## src/rtl/mac_pkg.sv

```systemverilog
// Shared MAC definitions: TX scheduler states, source indices
// and frame-timing defaults.
package mac_pkg;

  typedef enum logic [1:0] {
    IDLE,
    GRANT,
    SEND,
    IFG
  } tx_state_t;

  localparam logic SRC_ARP = 1'b0;
  localparam logic SRC_IP  = 1'b1;

  localparam int IFG_NIBBLES_DEF = 24;
  localparam int MAX_NIBBLES_DEF = 3036;
  localparam int NIB_W           = 12;

endpackage

```

## src/rtl/mac_tx_arbiter_rr_arb2.sv

```systemverilog
// Two-requester round-robin picker; the pointer moves to the
// source that was not just served.
module rr_arb2
  import mac_pkg::*;
(
  input  logic       clk_25mhz,
  input  logic       rst,
  input  logic [1:0] req,
  input  logic       advance,
  input  logic       served,
  output logic       rr,
  output logic       pick
);

  always_comb begin
    pick = rr;
    unique case (req)
      2'b01:   pick = SRC_ARP;
      2'b10:   pick = SRC_IP;
      default: pick = rr;
    endcase
  end

  always_ff @(posedge clk_25mhz) begin
    if (rst) begin
      rr <= SRC_ARP;
    end else if (advance) begin
      rr <= ~served;
    end
  end

endmodule

```

## src/rtl/mac_tx_arbiter.sv

```systemverilog
// TX scheduler: grants the nibble datapath to ARP or IP per frame,
// paces send_next back to the owner and enforces the inter-frame gap.
module mac_tx_arbiter
  import mac_pkg::*;
#(
  parameter int IFG_NIBBLES = IFG_NIBBLES_DEF,
  parameter int MAX_NIBBLES = MAX_NIBBLES_DEF
) (
  input  logic       clk_25mhz,
  input  logic       rst,
  input  logic       arp_req,
  output logic       arp_gnt,
  input  logic       arp_valid,
  input  logic [3:0] arp_d,
  input  logic       arp_last,
  output logic       arp_ready,
  input  logic       ip_req,
  output logic       ip_gnt,
  input  logic       ip_valid,
  input  logic [3:0] ip_d,
  input  logic       ip_last,
  output logic       ip_ready,
  output logic       mac_phy_txen,
  output logic [3:0] mac_phy_txd,
  input  logic       send_next,
  output logic       busy,
  output logic       underrun_err,
  output logic       oversize_err
);

  localparam int IFG_W = $clog2(IFG_NIBBLES + 1);

  tx_state_t        state;
  logic             src;
  logic             gnt;
  logic [NIB_W-1:0] nib_cnt;
  logic [IFG_W-1:0] ifg_cnt;

  logic [1:0] req_v;
  logic       pick;
  logic       rr_unused;
  logic       s_req;
  logic       s_valid;
  logic       s_last;
  logic [3:0] s_d;
  logic       s_acc;
  logic       und;
  logic       done;
  logic       ovs;
  logic       fin;
  logic       advance;

  assign req_v = {ip_req, arp_req};

  always_comb begin
    s_req   = arp_req;
    s_valid = arp_valid;
    s_last  = arp_last;
    s_d     = arp_d;
    if (src == SRC_IP) begin
      s_req   = ip_req;
      s_valid = ip_valid;
      s_last  = ip_last;
      s_d     = ip_d;
    end
  end

  assign s_acc = mac_phy_txen & send_next & s_valid;

  // underrun wins over last, last wins over oversize
  assign und  = (state == SEND) & ~s_valid;
  assign done = (state == SEND) & s_acc & s_last;
  assign ovs  = (state == SEND) & s_acc & ~s_last
              & (nib_cnt == NIB_W'(MAX_NIBBLES - 1));
  assign fin  = und | done | ovs;

  assign advance = fin;

  assign arp_gnt     = gnt & (src == SRC_ARP);
  assign ip_gnt      = gnt & (src == SRC_IP);
  assign arp_ready   = s_acc & (src == SRC_ARP);
  assign ip_ready    = s_acc & (src == SRC_IP);
  assign mac_phy_txd = mac_phy_txen ? s_d : 4'h0;

  rr_arb2 u_arb (
    .clk_25mhz (clk_25mhz),
    .rst       (rst),
    .req       (req_v),
    .advance   (advance),
    .served    (src),
    .rr        (rr_unused),
    .pick      (pick)
  );

  always_ff @(posedge clk_25mhz) begin
    if (rst) begin
      state        <= IDLE;
      src          <= SRC_ARP;
      gnt          <= 1'b0;
      mac_phy_txen <= 1'b0;
      busy         <= 1'b0;
      nib_cnt      <= '0;
      ifg_cnt      <= '0;
      underrun_err <= 1'b0;
      oversize_err <= 1'b0;
    end else begin
      underrun_err <= 1'b0;
      oversize_err <= 1'b0;
      unique case (state)
        IDLE: begin
          if (|req_v) begin
            src   <= pick;
            gnt   <= 1'b1;
            busy  <= 1'b1;
            state <= GRANT;
          end
        end
        GRANT: begin
          if (s_valid) begin
            mac_phy_txen <= 1'b1;
            nib_cnt      <= '0;
            state        <= SEND;
          end else if (!s_req) begin
            gnt   <= 1'b0;
            busy  <= 1'b0;
            state <= IDLE;
          end
        end
        SEND: begin
          if (s_acc) begin
            nib_cnt <= nib_cnt + 1'b1;
          end
          if (fin) begin
            mac_phy_txen <= 1'b0;
            gnt          <= 1'b0;
            ifg_cnt      <= '0;
            underrun_err <= und;
            oversize_err <= ovs;
            state        <= IFG;
          end
        end
        IFG: begin
          if (ifg_cnt == IFG_W'(IFG_NIBBLES - 1)) begin
            busy  <= 1'b0;
            state <= IDLE;
          end else begin
            ifg_cnt <= ifg_cnt + 1'b1;
          end
        end
        default: state <= IDLE;
      endcase
    end
  end

endmodule
```

## config.mk

```make
export PLATFORM = sky130hd
export DESIGN_NAME = mac_tx_arbiter
export DESIGN_NICKNAME = d
export VERILOG_FILES = /design/src/rtl/mac_pkg.sv /design/src/rtl/mac_tx_arbiter_rr_arb2.sv /design/src/rtl/mac_tx_arbiter.sv
export SDC_FILE = /design/constraint.sdc
export NUM_CORES = 1
export LEC_CHECK = 0
export ABC_AREA = 1
export CAP_MARGIN = 20
export CORE_ASPECT_RATIO = 1.75
export CORE_UTILIZATION = 29
export DETAILED_ROUTE_END_ITERATION = 8
export GPL_ROUTABILITY_DRIVEN = 0
export HOLD_SLACK_MARGIN = 0.15
export PLACE_DENSITY = 0.58
export SKIP_LAST_GASP = 1
export SYNTH_ARGS = -nofsm -noshare
export SYNTH_HDL_FRONTEND = slang
export SYNTH_SLANG_ARGS = --single-unit
```

## constraint.sdc

```tcl
create_clock -name clk_25mhz -period 1.8 [get_ports clk_25mhz]
set_input_delay 0.45 -clock clk_25mhz [delete_from_list [all_inputs] [get_ports clk_25mhz]]
set_output_delay 0.45 -clock clk_25mhz [all_outputs]
set_load 0.03 [all_outputs]
```

* After elaboration in Yosys (flattened, before gate mapping) *
Cells that the tools add are included.

storage, ports and cells
  register bits after elaboration = 26
  input port bits = 17

operators by class
  $add $sub $neg = 2
  equal/unequal tests = 16
  muxes and demuxes = 27
  bitwise logic cells = 18
  reduce and logical (&&, ||, !) cells = 14

operator list
  operator               number
  $mux 12                2
  $pmux 12 s2            1
  $ne 2x2->1 const B     8
  $add 12x1->12 const B  1
  $eq 12x12->1 const B   1
  $and 1x1->1            11
  $mux 2                 5
  $mux 5                 2
  $pmux 5 s2             1
  $reduce_and 5->1       2
  $mux 1                 9
  $reduce_and 3->1       3
  $mux 4                 2
  $pmux 2 s4             1
  $eq 2x2->1 const B     3
  $pmux 1 s3             2
  $reduce_bool 3->1      2
  $add 5x1->5 const B    1
  $eq 5x5->1 const B     1
  $not 1->1              5
  $eq 2x1->1 const B     2
  $pmux 1 s2             2
  $reduce_and 4->1       1
  $reduce_bool 2->1      2
  other kinds (6)        7

* Logic depth before layout (Yosys ltp) *
Gate-level depths: netlist of run 1.

  word-level depth = 8
  depth in mapped cells = 14

* Hierarchy *
Synthesis of run 1 repeated with hierarchy kept, for this count alone.

second synthesis, totals
  cell total of the unflattened synthesis = 248
  area, all modules = 1664.1 um2

modules (own cells, without submodules)
  module          times used  cells each  area each (um2)
  mac_tx_arbiter  1           237         1596.5
  rr_arb2         1           11          67.6

* Worst setup path before layout of run 1 *
Ideal clock, no wire load.

  path type = register to output
  start point = register mac_phy_txen
  end point = output port arp_ready
  data arrival time = 1.346 ns
  required time = 1.350 ns
  setup slack = 0.004 ns
  cell stages (with the launch flop) = 3
  buffers on the path = 0
  path through = dfxtp_1 nand2_1 nor3_1

between the ends
  word-level cells in the longest chain between the ends = 3

RTL lines
  what                       line                   source
  start, declared            mac_tx_arbiter.sv:23   output logic mac_phy_txen,
  start signal, assigned     mac_tx_arbiter.sv:100  mac_phy_txen <= 1'b0;
  start signal, assigned     mac_tx_arbiter.sv:120  mac_phy_txen <= 1'b1;
  start signal, assigned     mac_tx_arbiter.sv:134  mac_phy_txen <= 1'b0;
  $and 1x1->1 (2 in series)  mac_tx_arbiter.sv:68   assign s_acc = mac_phy_txen & send_next & s_valid;
  $and 1x1->1                mac_tx_arbiter.sv:81   assign arp_ready = s_acc & (src == SRC_ARP);
  end, declared              mac_tx_arbiter.sv:16   output logic arp_ready,

Every way passes these cells.

* Worst setup path in the final report of run 1 *
  start point = register busy
  end point = output port busy

RTL lines
  what                    line                   source
  start, declared         mac_tx_arbiter.sv:26   output logic busy,
  start signal, assigned  mac_tx_arbiter.sv:101  busy <= 1'b0;
  start signal, assigned  mac_tx_arbiter.sv:114  busy <= 1'b1;
  start signal, assigned  mac_tx_arbiter.sv:125  busy <= 1'b0;

No word-level cell between the ends.

==> key figures, run 1 <==
CTS
  • CTS tree: done
  • Clk_lat worst skew: approximately 0.27 ns
  • Clock tree buffer depth: 2
  • Sink Count: 26
  • H-tree depth: 1
  • Postcts setup bufs: 0
  • Post-CTS Hold Buffers: 0
  • Num CTS Buffers: 3
  • Clk root buf: clkbuf_8
  • CTS clk-pin slew, worst paths: ~0.10 ns

Die
  • Die Y: between 100 and 150 um
  • Die Width: approximately 59 um
  • Initial Utilization: between 20 and 30%
  • I/O Pins: 29
  • Core area: between 0.005 and 0.006 mm^2
  • Row cnt: 36
  • Die area: between 0.006 and 0.007 mm^2

Synth
  • Register area share after synthesis: 31.1%
  • Synth area leader: dfxtp_1
  • Most instantiated library cell after synthesis: nand2_1
  • Post-synth ARST share: 0%
  • Avg Inst Size Synth: 6.64 um^2
  • Commonest cells post-synth: nand2_1, nor2_1, inv_1, dfxtp_1, a21oi_1
  • Share of the synthesized area in the top cell type: between 30 and 40%
  • Main synth FF type: dfxtp_1
  • Register bit total from synthesis: 26
  • EDFF count, synth: 0
  • Post-synthesis cell type count: 27
  • Mapped Nets: 278
  • Ys Warns: 0
  • Synth Cell Area: approximately 0.0017 mm^2
  • Gate Count Post-Synth: around 250
  • Dominant cells by area after synthesis: dfxtp_1, nand2_1, nor2_1, ha_1, inv_1

Timing
  • Skew final: between 0.005 and 0.006 ns
  • Slew HR: around 77%
  • Slew Limit Fails: 0
  • Hold WS: approximately 0.47 ns
  • Fmax achieved: between 500 and 600 MHz
  • Slew @ Worst Pin: roughly 0.35 ns
  • Crit path time final: approximately 1.7 ns
  • Tcrit/Tclk final: ~96%
  • Setup TNS: 0 ns
  • Endpoints failing hold: 0
  • RSZ-0062 raised after global routing: yes
  • Final setup violation count: 0

Hold path
  • Min-delay worst type: register to register

Final layout
  • Area delta synth->final: 37.7%
  • Area taken by multi-input logic gates: 0.00101 mm^2
  • Nets: between 300 and 400
  • N_diodes: 0
  • Design area: 0.00231 mm^2
  • Filler cells: 626
  • Share of layout cells above drive strength 1: between 20 and 25%
  • Register area: roughly 520 um^2

Global routing
  • Congestion Overflow GR: 0
  • First-pass GRT wire length: just over 7000 um
  • Initial antenna violation count: 0
  • Largest net degree at the start of global routing: 16
  • Vias in the first global route: ~1800
  • Gr usage total: around 15%

Critical path
  • Crit-path leading delay family: buffers and inverters
  • Slowest cell on the critical path: clkdlybuf4s50_1
  • Slowest stage delay, CP: approximately 0.67 ns
  • Buf/Inv on CP: 1
  • Critical Path Start Type: register
  • CP Data Required Time: 1.35 ns
  • Kind of critical path: register to primary output
  • Max FO, Critical Path: 2
  • CP Cell Sequence: clkdlybuf4s50_1
  • Worst EP arrival: about 1.3 ns
  • Crit end category: primary output

Outcome
  • Status: finished clean

Placement
  • HPWL after DPL: roughly 3400 um
  • # port buffers: 28
  • DP Area: between 0.002 and 0.0025 mm^2

Detailed routing
  • Vias per cell: about 4.6
  • Post-route ant nets: 0
  • Vias post-DR: 1755
  • Drt total wl: around 4300 um
  • First drt pass iteration count: 5
  • Initial DRC Count: 120
  • Routed len/inst: roughly 11 um
  • DRC viols: 0

Flow run
  • Max-capacitance violation count: 0

Pwr
  • Worst vdd ir: 0.433 mV
  • Leak: ~0.0010 uW
  • Power Density: 1090 mW/mm^2
-- flip-flops by register name, summed over array words and instances, names as in the netlist, named ones only --
register      flops
nib_cnt          12
ifg_cnt           5
busy              1
gnt               1
mac_phy_txen      1
oversize_err      1
src               1
state             1
u_arb.rr          1
underrun_err      1
-- worst reg2reg max path, delay by kind of cell, from the launching register on --
family,cells,cell delay [ns]
buffers and inverters,1,0.11
and+or+nand+nor,6,0.72
adders and majority gates,1,0.26
DFF,1,0.42
-- logic make-up (layout without fill, tap and decap cells) --
logic type                 after synthesis  after routing  synth area share (%)
xor gates and xnor gates                 1              1                 0.523
and+or+nand+nor                        140            140                  40.1
muxes                                    1              1                 0.598
buffers and inverters                   40             94                  10.2
DFF                                     26             26                  31.1
AOI/OAI and AO/OA                       35             35                  10.8
adders and majority gates                9              9                  6.73
-- final timing paths --
kind	cells after the start	startpoint	slack [ns]	end
hold / removal	2	nib_cnt[4]	0.47	nib_cnt[4]
hold reg to reg	2	nib_cnt[4]	0.47	nib_cnt[4]
setup / recovery	1	busy	0.07	busy
setup reg to reg	8	register	0.20	gnt
-- timing repair --
action,CTS,global route
pin swaps,0,1
gates resized for setup,5,6
endpoints found under the setup margin,7,18
-- where the power goes --
part	switching [uW]	internal, uW	leakage [uW]	total (uW)
combinational	714	545	0.000796	1260
clock	200	298	0.0000357	498
sequential	96.5	667	0.000211	764
-- stage by stage --
step,utilization (%),worst slack (ns),total power [uW],instances
after detailed placement,39.5,-0.183,2010,378
after floorplan,-,0.00440,1520,252
after CTS,40.9,0.0236,2510,382
after global routing,41.3,-0.0464,2730,382
final,41.3,0.0658,2520,382
after global placement,39.5,-0.190,2010,378
-- cell usage in the layout, fill, tap and decap left out --
master / Yosys / routed
nand2_1: 53 / 53
nor2_1: 34 / 34
buf_4: 1 / 33
inv_1: 27 / 26
dfxtp_1: 26 / 25
a21oi_1: 19 / 19
clkdlybuf4s50_1: 0 / 17
nand3_1: 14 / 14
o21ai_0: 10 / 10
nand4_1: 10 / 10
inv_2: 7 / 8
ha_1: 9 / 8
nand2_2: 6 / 6
nor3_1: 7 / 5
nor3_2: 2 / 4
nand3_2: 4 / 4
o21ai_1: 5 / 4
nor2_4: 3 / 3
and3_1: 3 / 3
clkbuf_8: 0 / 3
dlygate4sd2_1: 0 / 3
nor2_2: 2 / 2
nor3b_1: 2 / 2
o21ai_2: 0 / 1
clkinv_1: 1 / 1
mux2i_1: 1 / 1
xnor2_1: 1 / 1
o211a_1: 1 / 1
ha_4: 0 / 1
bufinv_16: 0 / 1
dlymetal6s2s_1: 0 / 1
buf_12: 0 / 1
dfxtp_2: 0 / 1
-- final cells by class --
class | instances | share of cell area, %
clock inverter | 1 | 1.30
clock buffer | 3 | 1.79
timing repair buffer | 55 | 20.7
multi-input combinational | 186 | 43.8
inverter | 35 | 5.70
tap | 76 | 4.12
sequential | 26 | 22.6
-- routing by layer --
metal | up-vias | global-route usage [%] | wire length, um
met3 | 6 | 1.63 | 70
met1 | 797 | 15.0 | 1720
li1 | 920 | - | -
met2 | 32 | 31.2 | 2400
met4 | 0 | 5.31 | 74
met5 | - | 0 | 0
Note: power is estimated with default switching activity, not from simulation.
==> run 2, diff against run 1 <==
--- a/config.mk
+++ b/config.mk
@@ -6,13 +6,17 @@
 export NUM_CORES = 1
 export LEC_CHECK = 0
 export ABC_AREA = 1
+export ABC_CLOCK_PERIOD_IN_PS = 1800
 export CAP_MARGIN = 20
+export CELL_PAD_IN_SITES_DETAIL_PLACEMENT = 1
+export CELL_PAD_IN_SITES_GLOBAL_PLACEMENT = 2
 export CORE_ASPECT_RATIO = 1.75
 export CORE_UTILIZATION = 29
 export DETAILED_ROUTE_END_ITERATION = 8
+export DONT_BUFFER_PORTS = 1
 export GPL_ROUTABILITY_DRIVEN = 0
 export HOLD_SLACK_MARGIN = 0.15
-export PLACE_DENSITY = 0.58
+export PLACE_DENSITY = 0.78
 export SKIP_LAST_GASP = 1
 export SYNTH_ARGS = -nofsm -noshare
 export SYNTH_HDL_FRONTEND = slang
==> key figures, run 2 (same netlist as run 1, synthesis figures left out) <==
Outcome
  • Status: finished clean

Critical path
  • Reg-to-reg slack, setup: 0.12 ns
  • Kind of critical path: register to primary output
  • Crit end category: primary output
  • Worst r2r path cells: 10
  • Slowest cell on the critical path: dfxtp_1
  • Slowest stage delay, CP: between 0.3 and 0.4 ns
  • Max FO, Critical Path: 6
  • Worst EP arrival: ~1.2 ns
  • Critical Path Start Type: register
  • CP Cell Sequence: buf_6, nand2_1, nor3_1, buf_4
  • CP Data Required Time: roughly 1.4 ns
  • Worst flop-to-flop path endpoint: nib_cnt[10]
  • R2R Path Start: state[0]

Timing
  • Skew final: between 0.003 and 0.004 ns
  • Slew @ Worst Pin: slightly above 0.4 ns
  • Slew Limit Fails: 0
  • Final setup violation count: 0
  • Fmax achieved: just under 600 MHz
  • Crit path time final: 1.69 ns
  • Slew HR: approximately 73%
  • Endpoints failing hold: 0
  • Tcrit/Tclk final: between 90% and 100%
  • RSZ-0062 raised after global routing: yes

Pwr
  • Power Density: 1160 mW/mm^2
  • Leak: just under 0.0009 uW
  • Total Power: ~2300 uW
  • Worst vdd ir: between 0.4 and 0.5 mV

Final layout
  • Filler cells: ~770
  • Biggest regs: nib_cnt (12), ifg_cnt (5)
  • Most flops, register: nib_cnt
  • Share of layout cells above drive strength 1: 19.4%
  • Most frequent cells in the layout: nand2_1, nor2_1, inv_1, dfxtp_1
  • Commonest non-fill, non-tap cell in the layout: nand2_1
  • Fin util: a little over a third
  • Area delta synth->final: 18.5%
  • Largest register FFs: 12
  • Post-Layout Cell Count: ~350
  • Nets: 300
  • N_diodes: 0

CTS
  • Sink Count: 26
  • CTS clk-pin slew, worst paths: approximately 0.10 ns
  • Clock tree buffer depth: 2
  • Num CTS Buffers: 3
  • H-tree depth: 1
  • Post-CTS Hold Buffers: 0
  • Clk root buf: clkbuf_8
  • CTS tree: done
  • Clk_lat worst skew: 0.28 ns

Detailed routing
  • Drt total wl: roughly 4800 um
  • First drt pass iteration count: 4
  • Post-route ant nets: 0
  • Vias per cell: approximately 4.8
  • Initial DRC Count: 42
  • DRC viols: 0
  • Vias post-DR: between 1500 and 2000
  • Routed len/inst: 13.7 um

Global routing
  • Initial antenna violation count: 0
  • Congestion Overflow GR: 0
  • First-pass GRT wire length: 7750 um
  • Vias in the first global route: approximately 1800
  • Largest net degree at the start of global routing: 15
  • Gr usage total: between 10% and 20%

Flow run
  • Max-capacitance violation count: 0

Die
  • I/O Pins: 29
  • Die area: roughly 0.006 mm^2
  • Die Width: 59.4 um
  • Row cnt: 36
  • Core area: ~0.0056 mm^2
  • Initial Utilization: between 20 and 30%
  • Die Y: 103 um

Hold path
  • Hold path cells: 1
  • Hold Path End: ifg_cnt[4]
  • Min-delay worst type: input port to register
  • Hold Path Origin: rst

Placement
  • HPWL after DPL: slightly below 4000 um
  • Cells after DPL: 343
  • # port buffers: 0
[run 2: report_power, final]
| group | switching, uW | leakage (uW) | total, uW | internal (uW) |
|---|---|---|---|---|
| registers | 109 | 0.000212 | 779 | 670 |
| logic | 696 | 0.000637 | 1110 | 415 |
| clock network | 206 | 0.0000288 | 403 | 196 |
| total | 1010 | 0.000878 | 2290 | 1280 |
[run 2: worst max-delay path, delay by kind of cell, from the launching register on]
kind	cells	cell delay [ns]
simple gates	2	0.20
buf+inv	2	0.36
flops	1	0.39
[run 2: how the worst max path moves through the flow]
stage | from | endpoint | slack, ns | depth (start not counted)
global placement | src | ifg_cnt[1] | 0.05 | 9
detailed placement | state[0] | ifg_cnt[1] | 0.02 | 12
finish | mac_phy_txen | arp_ready | 0.11 | 4
floorplan | mac_phy_txen | arp_ready | 0.004 | 2
CTS | src | mac_phy_txd[2] | 0.01 | 4
global route | state[0] | ifg_cnt[1] | -0.02 | 9
[run 2: area by class of cell]
class	count	area, um^2	share of cell area (%)
timing repair buffer	21	174	8.76
clock buffer	4	55.1	2.77
tap	76	95.1	4.79
inverter	35	131	6.62
multi-input combinational	187	1010	50.7
sequential	26	523	26.4
[run 2: through the flow]
| step | setup slack (ns) | instance area [um^2] | setup TNS [ns] | hold WS, ns |
|---|---|---|---|---|
| global placement | 0.0452 | 1890 | 0 | 0.459 |
| detailed placement | 0.0159 | 1890 | 0 | 0.465 |
| CTS | 0.0108 | 1950 | 0 | 0.220 |
| finish | 0.108 | 1980 | 0 | 0.222 |
| global route | -0.0204 | 1980 | -0.0364 | 0.210 |
| floorplan | 0.00440 | 1670 | 0 | 0.434 |
[run 2: timing repair]
item | CTS | global route
pin swaps | 0 | 1
gates cloned | 0 | 1
setup endpoints to repair | 1 | 13
gates resized for setup | 1 | 5
setup buffers | 0 | 1
[run 2: routing by layer]
metal | part of all wire, % | global-route usage, % | up-vias
met2 | 58 | 35.1 | 17
li1 | - | - | 856
met1 | 36 | 14.6 | 791
met5 | 0 | 0 | -
met4 | 4.2 | 8.79 | 0
met3 | 1.7 | 2.01 | 14
